## src/rtl/result_readout_ctrl.sv

```systemverilog
// Readout sequencer: snapshots the six correlator accumulators plus status on
// request and streams them as a 51-byte checksummed frame over valid/ready.
module result_readout_ctrl #(
    parameter logic [7:0]  HEADER = 8'hA5,
    parameter int unsigned NWORDS = 6
) (
    input  logic        clk,
    input  logic        rst,
    input  logic        req,
    input  logic [1:0]  sr_in,
    input  logic [63:0] sum_x_2,
    input  logic [63:0] sum_y_2,
    input  logic [63:0] sum_xy,
    input  logic [63:0] sum_xy90,
    input  logic [63:0] sum_y90_2,
    input  logic [63:0] sum_y_y90,
    input  logic        tx_ready,
    output logic        tx_valid,
    output logic [7:0]  tx_data,
    output logic        busy,
    output logic        frame_done
);

    // Handshake: a byte moves on every rising edge where tx_valid && tx_ready.
    // While tx_valid is high and tx_ready low, tx_valid and tx_data hold;
    // tx_valid stays high from the header to the checksum byte, and tx_ready
    // seen while tx_valid is low has no effect.

    localparam int unsigned NBYTES   = NWORDS * 8;
    localparam int unsigned SHADOW_W = NWORDS * 64;
    // Byte index of the last data byte; the checksum follows it.
    localparam logic [5:0]  LAST_DATA_IDX = 6'(NBYTES + 1);
    localparam logic [5:0]  CSUM_IDX      = 6'(NBYTES + 2);

    typedef enum logic [1:0] {
        S_IDLE = 2'd0,
        S_LOAD = 2'd1,
        S_SEND = 2'd2,
        S_LAST = 2'd3
    } state_t;

    state_t state;
    state_t state_nxt;

    logic [SHADOW_W-1:0] shadow;
    logic [1:0]          sr_shadow;

    logic [5:0] idx;
    logic [5:0] idx_nxt;
    logic [5:0] idx_inc;
    logic [7:0] csum;
    logic [7:0] csum_nxt;
    logic [7:0] tx_data_nxt;
    logic       tx_valid_nxt;
    logic       busy_nxt;
    logic       frame_done_nxt;
    logic [7:0] next_byte;
    logic       xfer;

    assign xfer    = tx_valid & tx_ready;
    assign idx_inc = idx + 6'd1;

    // Word 0 sits in the top bits so byte d of the payload is simply the d-th
    // byte counted from the MSB end.
    always_ff @(posedge clk or posedge rst) begin
        if (rst) begin
            shadow    <= '0;
            sr_shadow <= '0;
        end else if (state == S_IDLE && req) begin
            shadow    <= {sum_x_2, sum_y_2, sum_xy, sum_xy90, sum_y90_2, sum_y_y90};
            sr_shadow <= sr_in;
        end
    end

    // Byte that follows the one currently on tx_data (index 1 = status).
    always_comb begin
        next_byte = 8'h00;
        if (idx_inc == 6'd1) begin
            next_byte = {6'b0, sr_shadow};
        end
        for (int i = 0; i < int'(NBYTES); i++) begin
            if (idx_inc == 6'(i + 2)) begin
                next_byte = shadow[SHADOW_W-1-8*i -: 8];
            end
        end
    end

    always_ff @(posedge clk or posedge rst) begin
        if (rst) begin
            state <= S_IDLE;
        end else begin
            state <= state_nxt;
        end
    end

    always_comb begin
        state_nxt = state;
        case (state)
            S_IDLE: if (req) state_nxt = S_LOAD;
            S_LOAD: state_nxt = S_SEND;
            S_SEND: if (xfer && idx == LAST_DATA_IDX) state_nxt = S_LAST;
            S_LAST: if (xfer) state_nxt = S_IDLE;
            default: state_nxt = S_IDLE;
        endcase
    end

    always_comb begin
        idx_nxt        = idx;
        csum_nxt       = csum;
        tx_data_nxt    = tx_data;
        tx_valid_nxt   = tx_valid;
        busy_nxt       = busy;
        frame_done_nxt = 1'b0;
        case (state)
            S_IDLE: begin
                if (req) begin
                    busy_nxt = 1'b1;
                end
            end
            S_LOAD: begin
                tx_data_nxt  = HEADER;
                tx_valid_nxt = 1'b1;
                csum_nxt     = 8'h00;
                idx_nxt      = 6'd0;
            end
            S_SEND: begin
                if (xfer) begin
                    // The header is not part of the checksum.
                    if (idx != 6'd0) begin
                        csum_nxt = csum ^ tx_data;
                    end
                    if (idx == LAST_DATA_IDX) begin
                        tx_data_nxt = csum ^ tx_data;
                        idx_nxt     = CSUM_IDX;
                    end else begin
                        tx_data_nxt = next_byte;
                        idx_nxt     = idx_inc;
                    end
                end
            end
            S_LAST: begin
                if (xfer) begin
                    tx_valid_nxt   = 1'b0;
                    busy_nxt       = 1'b0;
                    frame_done_nxt = 1'b1;
                end
            end
            default: begin
                tx_valid_nxt = 1'b0;
                busy_nxt     = 1'b0;
            end
        endcase
    end

    always_ff @(posedge clk or posedge rst) begin
        if (rst) begin
            idx        <= 6'd0;
            csum       <= 8'h00;
            tx_data    <= 8'h00;
            tx_valid   <= 1'b0;
            busy       <= 1'b0;
            frame_done <= 1'b0;
        end else begin
            idx        <= idx_nxt;
            csum       <= csum_nxt;
            tx_data    <= tx_data_nxt;
            tx_valid   <= tx_valid_nxt;
            busy       <= busy_nxt;
            frame_done <= frame_done_nxt;
        end
    end

endmodule

```

## config.mk

```make
export PLATFORM = sky130hd
export DESIGN_NAME = result_readout_ctrl
export DESIGN_NICKNAME = d
export VERILOG_FILES = /design/src/rtl/result_readout_ctrl.sv
export SDC_FILE = /design/constraint.sdc
export NUM_CORES = 1
export LEC_CHECK = 0
export CAP_MARGIN = 20
export CORE_MARGIN = 1
export CORE_UTILIZATION = 35
export DETAILED_ROUTE_END_ITERATION = 7
export PLACE_DENSITY_LB_ADDON = 0.3
export SYNTH_ARGS = -nofsm -noshare
export SYNTH_HDL_FRONTEND = slang
export SYNTH_SLANG_ARGS = --single-unit
```

## constraint.sdc

```tcl
create_clock -name clk -period 17.4 [get_ports clk]
set_clock_uncertainty 0.2 [all_clocks]
set_input_delay 3.48 -clock clk [delete_from_list [all_inputs] [get_ports clk]]
set_output_delay 3.48 -clock clk [all_outputs]
set_load 0.05 [all_outputs]
```

## Yosys cells after proc, flatten, opt, wreduce, memory -nomap -nowiden

Index checks and enable logic that the tools add are counted.

- Output and inout port bits: 11
- Logic and storage cells: 150
- Input port bits: 390
- Register bits after elaboration: 413

- Bitwise operators: 2
- Equality and inequality tests: 58
- Reduce and logical (&&, ||, !) cells: 12
- Add/sub/neg operators: 1
- Muxes and demuxes: 68

Operator list:

| operator | number |
|---|---|
| $mux W8 | 52 |
| $eq A6 B6 Y1 const B | 19 |
| $eq A6 B5 Y1 const B | 16 |
| $eq A6 B4 Y1 const B | 8 |
| $pmux W8 S2 | 2 |
| $eq A6 B3 Y1 const B | 4 |
| $eq A6 B2 Y1 const B | 2 |
| $mux W6 | 2 |
| $pmux W6 S2 | 1 |
| $ne A2 B2 Y1 const B | 5 |
| $reduce_and A3 Y1 | 3 |
| $mux W2 | 4 |
| $pmux W2 S4 | 1 |
| $xor A8 B8 Y8 | 1 |
| $add A6 B1 Y6 const B | 1 |
| $eq A6 B1 Y1 const B | 1 |
| $reduce_bool A2 Y1 | 3 |
| $reduce_bool A6 Y1 | 1 |
| $eq A2 B2 Y1 const B | 2 |
| $mux W1 | 4 |
| $pmux W1 S2 | 2 |
| $reduce_and A2 Y1 | 2 |
| $eq A2 B1 Y1 const B | 1 |
| $logic_and A1 B1 Y1 | 2 |
| other kinds (2) | 2 |

## Longest topological paths before layout

Gate-level depths: netlist of the first run.

- Depth after elaboration: 54
- Mapped depth: 14
- Gate-level depth less buffers: 11

## Least setup slack after synthesis of the first run

No wires, ideal clock.

- Path type: input port to flip-flop
- From: in tx_ready
- To: reg tx_data[0]
- Path buffers: 2
- Slack: 12050 ps
- Stages: 11
- Arrival time: 5030 ps
- Required time: 17079 ps
- Cell sequence: and3_1 clkbuf_1 or2_2 clkbuf_1 o211ai_1 o22a_1 nand3_1 nor3_1 o21a_1 a22o_1 a21oi_1

- Longest elaborated chain between the ends: 3

Ends and longest elaborated chain:

| element | line | RTL |
|---|---|---|
| start, declared | 17 | `input logic tx_ready,` |
| $and A1 B1 Y1 | 60 | `assign xfer = tx_valid & tx_ready;` |
| $ne A2 B2 Y1 (no source line) | n/a |  |
| $reduce_and A2 Y1 (no source line) | n/a |  |
| end signal, assigned | 166 | `tx_data <= tx_data_nxt;` |
| end, declared | 19 | `output logic [7:0] tx_data,` |

No other way between the ends.
A chain may end at the register's enable or synchronous reset.

## Worst setup path after layout of the first run

- From: in req
- To: reg shadow[218]

- Longest elaborated chain between the ends: 1

Ends and longest elaborated chain:

| element | line | RTL |
|---|---|---|
| start, declared | 9 | `input logic req,` |
| $logic_and A1 B1 Y1 | 69 | `end else if (state == S_IDLE && req) begin` |
| end signal, assigned | 70 | `shadow <= {sum_x_2, sum_y_2, sum_xy, sum_xy90, sum_y90_2, sum_y_y90};` |
| end, declared | 45 | `logic [SHADOW_W-1:0] shadow;` |

No other way between the ends.

==> results of run 1 <==
==> registers in the layout (all words and copies together), names as in the netlist <==
| name | cells |
|---|---|
| sr_shadow | 2 |
| shadow | 384 |
| state | 2 |
| tx_valid | 1 |
| csum | 8 |
| frame_done | 1 |
| busy | 1 |
| tx_data | 8 |
| idx | 6 |
==> cell type report <==
cell class / count / share of cell area
clock buffer: 71 / 0.05026
timing repair buffer: 445 / 0.1562
clock inverter: 11 / 0.005098
inverter: 23 / 0.003354
sequential: 413 / 0.3694
tap: 782 / 0.03497
multi-input combinational: 1374 / 0.3807
==> stage by stage <==
step	cells	worst slack, ns
floorplan	1936	2.227
global placement	3035	10.38
detailed placement	3036	10.30
CTS	3118	10.89
global route	3119	10.67
finish	3119	10.86
==> synth_stat cells, types with 29 or more instances <==
library cell and instances:
nor2_1 107, buf_2 29, nand2_1 122, mux2_2 389, o21ai_0 87, o22ai_1 40, dfrtp_1 413, clkbuf_1 79
a221oi_1 30, nor3_1 54, nand3_1 46, a21oi_1 73
==> worst max-delay path by stage <==
stage / startpoint / endpoint / slack [ns] / depth (start not counted)
after detailed placement: req / shadow[221] / 10.30 / 5
after global routing: req / shadow[218] / 10.67 / 5
after floorplan: rst / busy / 2.23 / 1
after CTS: req / shadow[177] / 10.89 / 5
after global placement: req / shadow[169] / 10.38 / 5
final: req / shadow[218] / 10.86 / 5
==> kinds of logic after synthesis <==
family          after synthesis  share of synthesized area
simple gates                447                     0.1020
compound gates              525                     0.1801
fa+ha+maj                    11                   0.006365
mux                         391                     0.2035
flops                       413                     0.4779
buf+inv                     149                    0.03014
==> per-layer routing <==
layer  GRT usage  part of all wire
met1      0.3681              0.42
met2      0.4333              0.47
met3     0.03658             0.071
met4     0.09869             0.036
met5           0                 0
==> power by group <==
group / switching [mW] / leakage, nW / internal [mW]
clock: 0.404 / 0.759 / 0.599
combinational: 0.680 / 5.54 / 0.733
sequential: 0.387 / 4.90 / 1.45
total: 1.47 / 11.2 / 2.78
==> qor.csv, run 1 <==
stage,metric,value,unit
outcome,status,"finished, final reports clean",
logic_synthesis,syn_area,21620,um2
setup_path,cp-start-kind,primary input,
logic_synthesis,synth-main-ff-cell,dfrtp_1,
finish,seqCellArea,10330,um2
setup_path,crit_family,buffers and inverters,
timing,finalHoldViolations,0,
floorplanning,start_util,0.3563,
drt,drc,0,
clock_tree,cts_hold_buf,0,
logic_synthesis,postSynthAreaPerCell,11.17,um2
setup_path,worst-path-buf-inv,3,
floorplanning,die_w,250.6,um
finish,finalInstanceArea,27980,um2
clock_tree,numCtsBuffers,46,
drt,ant_nets,0,
floorplanning,die_h,250.6,um
finish,final_common_cell,dfrtp_1,
floorplanning,io_pins,401,
placement,routabilityCongestion,0.9822,
drt,drt-total-wl,86040,um
min_path,whs_endpoint,shadow[170],
setup_path,cpMaxStageDelayCell,buf_4,
drt,via_count,18720,
clock_tree,cts_tree,yes,
timing,fin_setup_tns,0,ns
logic_synthesis,yosys.cell_types.count,104,
timing,relSlewSlack,0.1652,
placement,dp_hpwl,64220,um
setup_path,setup.worst_path.class,primary input to flop,
drt,wire_per_inst,27.58,um
floorplanning,dieArea,62780,um2
logic_synthesis,async_flop_share,1.000,
placement,placed_area,26400,um2
setup_path,arrival,6.79,ns
finish,multi_input_area,10650,um2
floorplanning,rows,90,
logic_synthesis,synthTopCellsByArea,"dfrtp_1, mux2_2, nand2_1",
grt,grt_pass1_wl,125900,um
logic_synthesis,ys_ff_latch,413,
drt,firstDrtPassIters,6,
min_path,holdCritPathClass,flop to flop,
floorplanning,coreArea,60700,um2
finish,post-route-util,0.4610,
grt,antenna_found_initial,0,
clock_tree,clk_latency,0.58,ns
timing,fin_crit_sh,0.3760,
grt,grt_max_degree,187,
timing,clock.fmax,152.8,MHz
finish,nFillCells,5576,
logic_synthesis,yosysTopAreaCell,dfrtp_1,
clock_tree,cts_resized,0,
timing,rsz0062_at_grt,no,
logic_synthesis,yosysWarnings,0,
clock_tree,cts-htree-levels,2,
logic_synthesis,ys_seq_area_frac,0.4779,
finish,final_cell_mix,"dfrtp_1, clkdlybuf4s50_1, mux2_2",
min_path,holdPathStages,1,
finish,drive_gt1_frac,0.2418,
grt,overflow,0,
power,p_leak,11.19,nW
power,vdd_drop_max,0.07282,mV
timing,finalSetupViolations,0,
clock_tree,path_clk_slew,0.06,ns
finish,antenna_cells,0,
logic_synthesis,syn_nets,2337,
power,pwr_density_cell,151.9,nW/um2
clock_tree,cts_sinks,413,
clock_tree,cts-root-buf,clkbuf_16,
placement,io_buffers,400,
logic_synthesis,synth_top_area_frac,0.4779,
logic_synthesis,synth-edff-count,0,
logic_synthesis,syn_inst,1936,
grt,track_usage,0.2690,
drt,routed_via_density,6.002,
setup_path,rrSetupSlack,12.31,ns
drt,drtIter0Drc,2199,
finish,area_growth,29.39,%
setup_path,end_kind,flop,
setup_path,path_cells,clkdlybuf4s50_1 > nand2_4 > buf_4 > buf_4 > mux2_2,
finish,final_nets,2704,
timing,tightest_slew,1.252,ns
min_path,hp-start,shadow[170],
timing,hold_slack,0.3004,ns
job,drv_cap,0,
setup_path,path_max_fanout,79,
power,power,4.249,mW
setup_path,worst_path_most_repeated_cell,buf_4,
setup_path,reg2reg_from,idx[0],
setup_path,required,17.65,ns
setup_path,cp_slowest_stage_delay,0.90,ns
setup_path,reg2reg_depth,9,
timing,drv_slew,0,
clock_tree,postCtsSetupBuffers,0,
setup_path,worstReg2RegEnd,tx_data[3],
timing,finalCriticalPeriod,6.543,ns
grt,grt_pass1_vias,19140,
clock_tree,clockBufferDepth,3,
Power figures use the tool's default switching activity.
==> run 2: changes to the inputs <==
==> constraint.sdc (replaced) <==
create_clock -name clk -period 6.09 [get_ports clk]
set_clock_uncertainty 0.2 [all_clocks]
set_input_delay 1.218 -clock clk [delete_from_list [all_inputs] [get_ports clk]]
set_output_delay 1.218 -clock clk [all_outputs]
set_load 0.05 [all_outputs]
==> run 2 against run 1 <==
  * Non-clock buffer count up 8
  * Routed wire length grew 2.6%
  * Via count increased by 0.61%
  * Total power grew to 2.9 times the previous value
  * Worst setup slack got worse by 10 ns
  * Utilization up 0.24 points
  * Die area is the same
  * Clock-buffer cell count fell by 9
  * Sequential power rose to 3.0 times the previous value
  * Sequential share of layout area is 0.19 points lower
  * Global-route usage up 0.74 points
  * Largest cell class unchanged
  * Largest power group unchanged
  * Highest routed layer unchanged
==> qor.csv, run 2 (synthesized netlist as in run 1, its figures left out) <==
stage,metric,value,unit,change
floorplanning,start_util,0.3563,,unchanged
clock_tree,path_clk_slew,0.06,ns,about the same
floorplanning,dieArea,62780,um2,unchanged
finish,multi_input_area,10650,um2,unchanged
finish,final_common_cell,dfrtp_1,,
finish,post-route-util,0.4634,,+0.002391
floorplanning,die_h,250.6,um,unchanged
setup_path,reg2reg_depth,12,,+3
drt,wire_per_inst,28.21,um,+2.3%
placement,placed_area,26520,um2,+0.44%
setup_path,cp-start-kind,flop,,
setup_path,required,6.41,ns,-11.24 ns
grt,overflow,0,,unchanged
placement,io_buffers,400,,unchanged
placement,preCtsSetupSlack,1.146,ns,-9.152 ns
job,drv_cap,0,,unchanged
timing,finalSetupViolations,0,,unchanged
power,pwr_density_cell,443.4,nW/um2,+190%
finish,final_nets,2711,,+0.26%
floorplanning,die_w,250.6,um,unchanged
setup_path,rrSetupSlack,0.79,ns,-11.52 ns
timing,fin_crit_sh,0.8700,,
min_path,holdCritPathClass,flop to flop,,
drt,drt-total-wl,88250,um,+2.6%
outcome,status,"finished, final reports clean",,
placement,routabilityCongestion,0.9886,,+0.65%
finish,area_growth,30.06,%,
min_path,holdPathStages,1,,unchanged
placement,dp_hpwl,67830,um,+5.6%
finish,seqCellArea,10330,um2,unchanged
finish,final_cell_mix,"dfrtp_1, clkdlybuf4s50_1, mux2_2",,
timing,finalHoldViolations,0,,unchanged
clock_tree,clk_latency,0.60,ns,+0.02 ns
timing,fin_setup_tns,0,ns,unchanged
timing,tightest_slew,1.136,ns,-0.1156 ns
finish,nFillCells,5542,,-0.61%
setup_path,end_kind,flop,,
drt,firstDrtPassIters,8,,+2
timing,clock.fmax,188.7,MHz,
timing,drv_slew,0,,unchanged
clock_tree,cts-root-buf,clkbuf_16,,
grt,grt_pass1_wl,128800,um,+2.3%
setup_path,setup.worst_path.class,flop to flop,,
clock_tree,cts_resized,0,,unchanged
setup_path,arrival,5.62,ns,-1.17 ns
drt,ant_nets,0,,unchanged
clock_tree,numCtsBuffers,45,,-2.2%
finish,largest_reg_flops,384,,unchanged
clock_tree,cts_tree,yes,,
drt,drc,0,,unchanged
timing,relSlewSlack,0.2227,,+0.05750
floorplanning,io_pins,401,,unchanged
finish,regMostFlops,shadow,,
floorplanning,rows,90,,unchanged
timing,rsz0062_at_grt,no,,
floorplanning,coreArea,60700,um2,unchanged
clock_tree,cts-htree-levels,2,,unchanged
clock_tree,cts_sinks,413,,unchanged
finish,drive_gt1_frac,0.2461,,+0.004292
timing,hold_slack,0.3079,ns,+0.007553 ns
setup_path,worstReg2RegEnd,tx_data[5],,
grt,antenna_found_initial,0,,unchanged
min_path,whs_endpoint,shadow[237],,
timing,timing.final.ws_setup,0.7919,ns,-10.07 ns
timing,finalCriticalPeriod,5.298,ns,
setup_path,reg2reg_from,idx[0],,
clock_tree,cts_hold_buf,0,,unchanged
power,vdd_drop_max,0.2059,mV,+180%
setup_path,path_max_fanout,15,,-81%
finish,top_regs,"shadow x384, csum x8, tx_data x8",,
grt,grt_max_degree,133,,-29%
clock_tree,postCtsSetupBuffers,0,,unchanged
drt,routed_via_density,6.021,,+0.32%
drt,drtIter0Drc,1971,,-10%
finish,finalInstanceArea,28130,um2,+0.52%
drt,via_count,18830,,+0.61%
grt,grt_pass1_vias,19000,,-0.72%
clock_tree,clockBufferDepth,3,,unchanged
power,p_leak,11.26,nW,+0.64%
min_path,hp-start,shadow[237],,
grt,track_usage,0.2764,,+0.007392
==> run 2: metal layers <==
| layer | share of wire | GRT usage | up-vias |
|---|---|---|---|
| li1 | - | - | 8150 |
| met4 | 0.039 | 0.09939 | 0 |
| met5 | 0 | 0 | - |
| met1 | 0.42 | 0.3688 | 9510 |
| met3 | 0.075 | 0.04759 | 191 |
| met2 | 0.47 | 0.4499 | 982 |
==> run 2: how the worst max path moves through the flow <==
stage,startpoint,end,slack [ns]
6_report,idx[0],tx_data[5],0.79
5_1_grt,idx[0],tx_data[5],0.85
4_1_cts,idx[0],tx_data[5],1.12
3_5_place_dp,idx[0],tx_data[5],1.15
3_3_place_gp,idx[0],tx_data[6],1.20
2_1_floorplan,rst,busy,-0.90
==> run 2: report_power, final <==
part,switching [mW],internal [mW]
Clock,1.17,1.78
Combinational,1.91,2.11
Sequential,1.36,4.14
Total,4.45,8.02
==> run 2: cell type report <==
cell class	instances	area share
clock inverter	20	0.01001
sequential	413	0.3675
clock buffer	62	0.04698
antenna	1	0.00008897
timing repair buffer	453	0.1587
inverter	23	0.003203
multi-input combinational	1374	0.3788
tap	782	0.03479
==> run 2: worst max-delay path: stages, from the launching register on <==
cell	delay (ns)
dfrtp_1	0.56
inv_1	0.16
ha_1	0.78
buf_4	0.32
and2_1	0.25
a41oi_2	0.44
a31oi_4	0.49
o31ai_1	0.12
nor4_1	0.69
o311ai_0	0.32
a211o_1	0.30
a31oi_1	0.39
o211a_1	0.19
==> run 2: per-stage QoR <==
stage                     total power, mW  std cells
final                               12.47       3128
after detailed placement            9.442       3045
after CTS                           12.45       3127
after floorplan                     7.593       1936
after global placement              9.346       3045
after global routing                12.98       3127
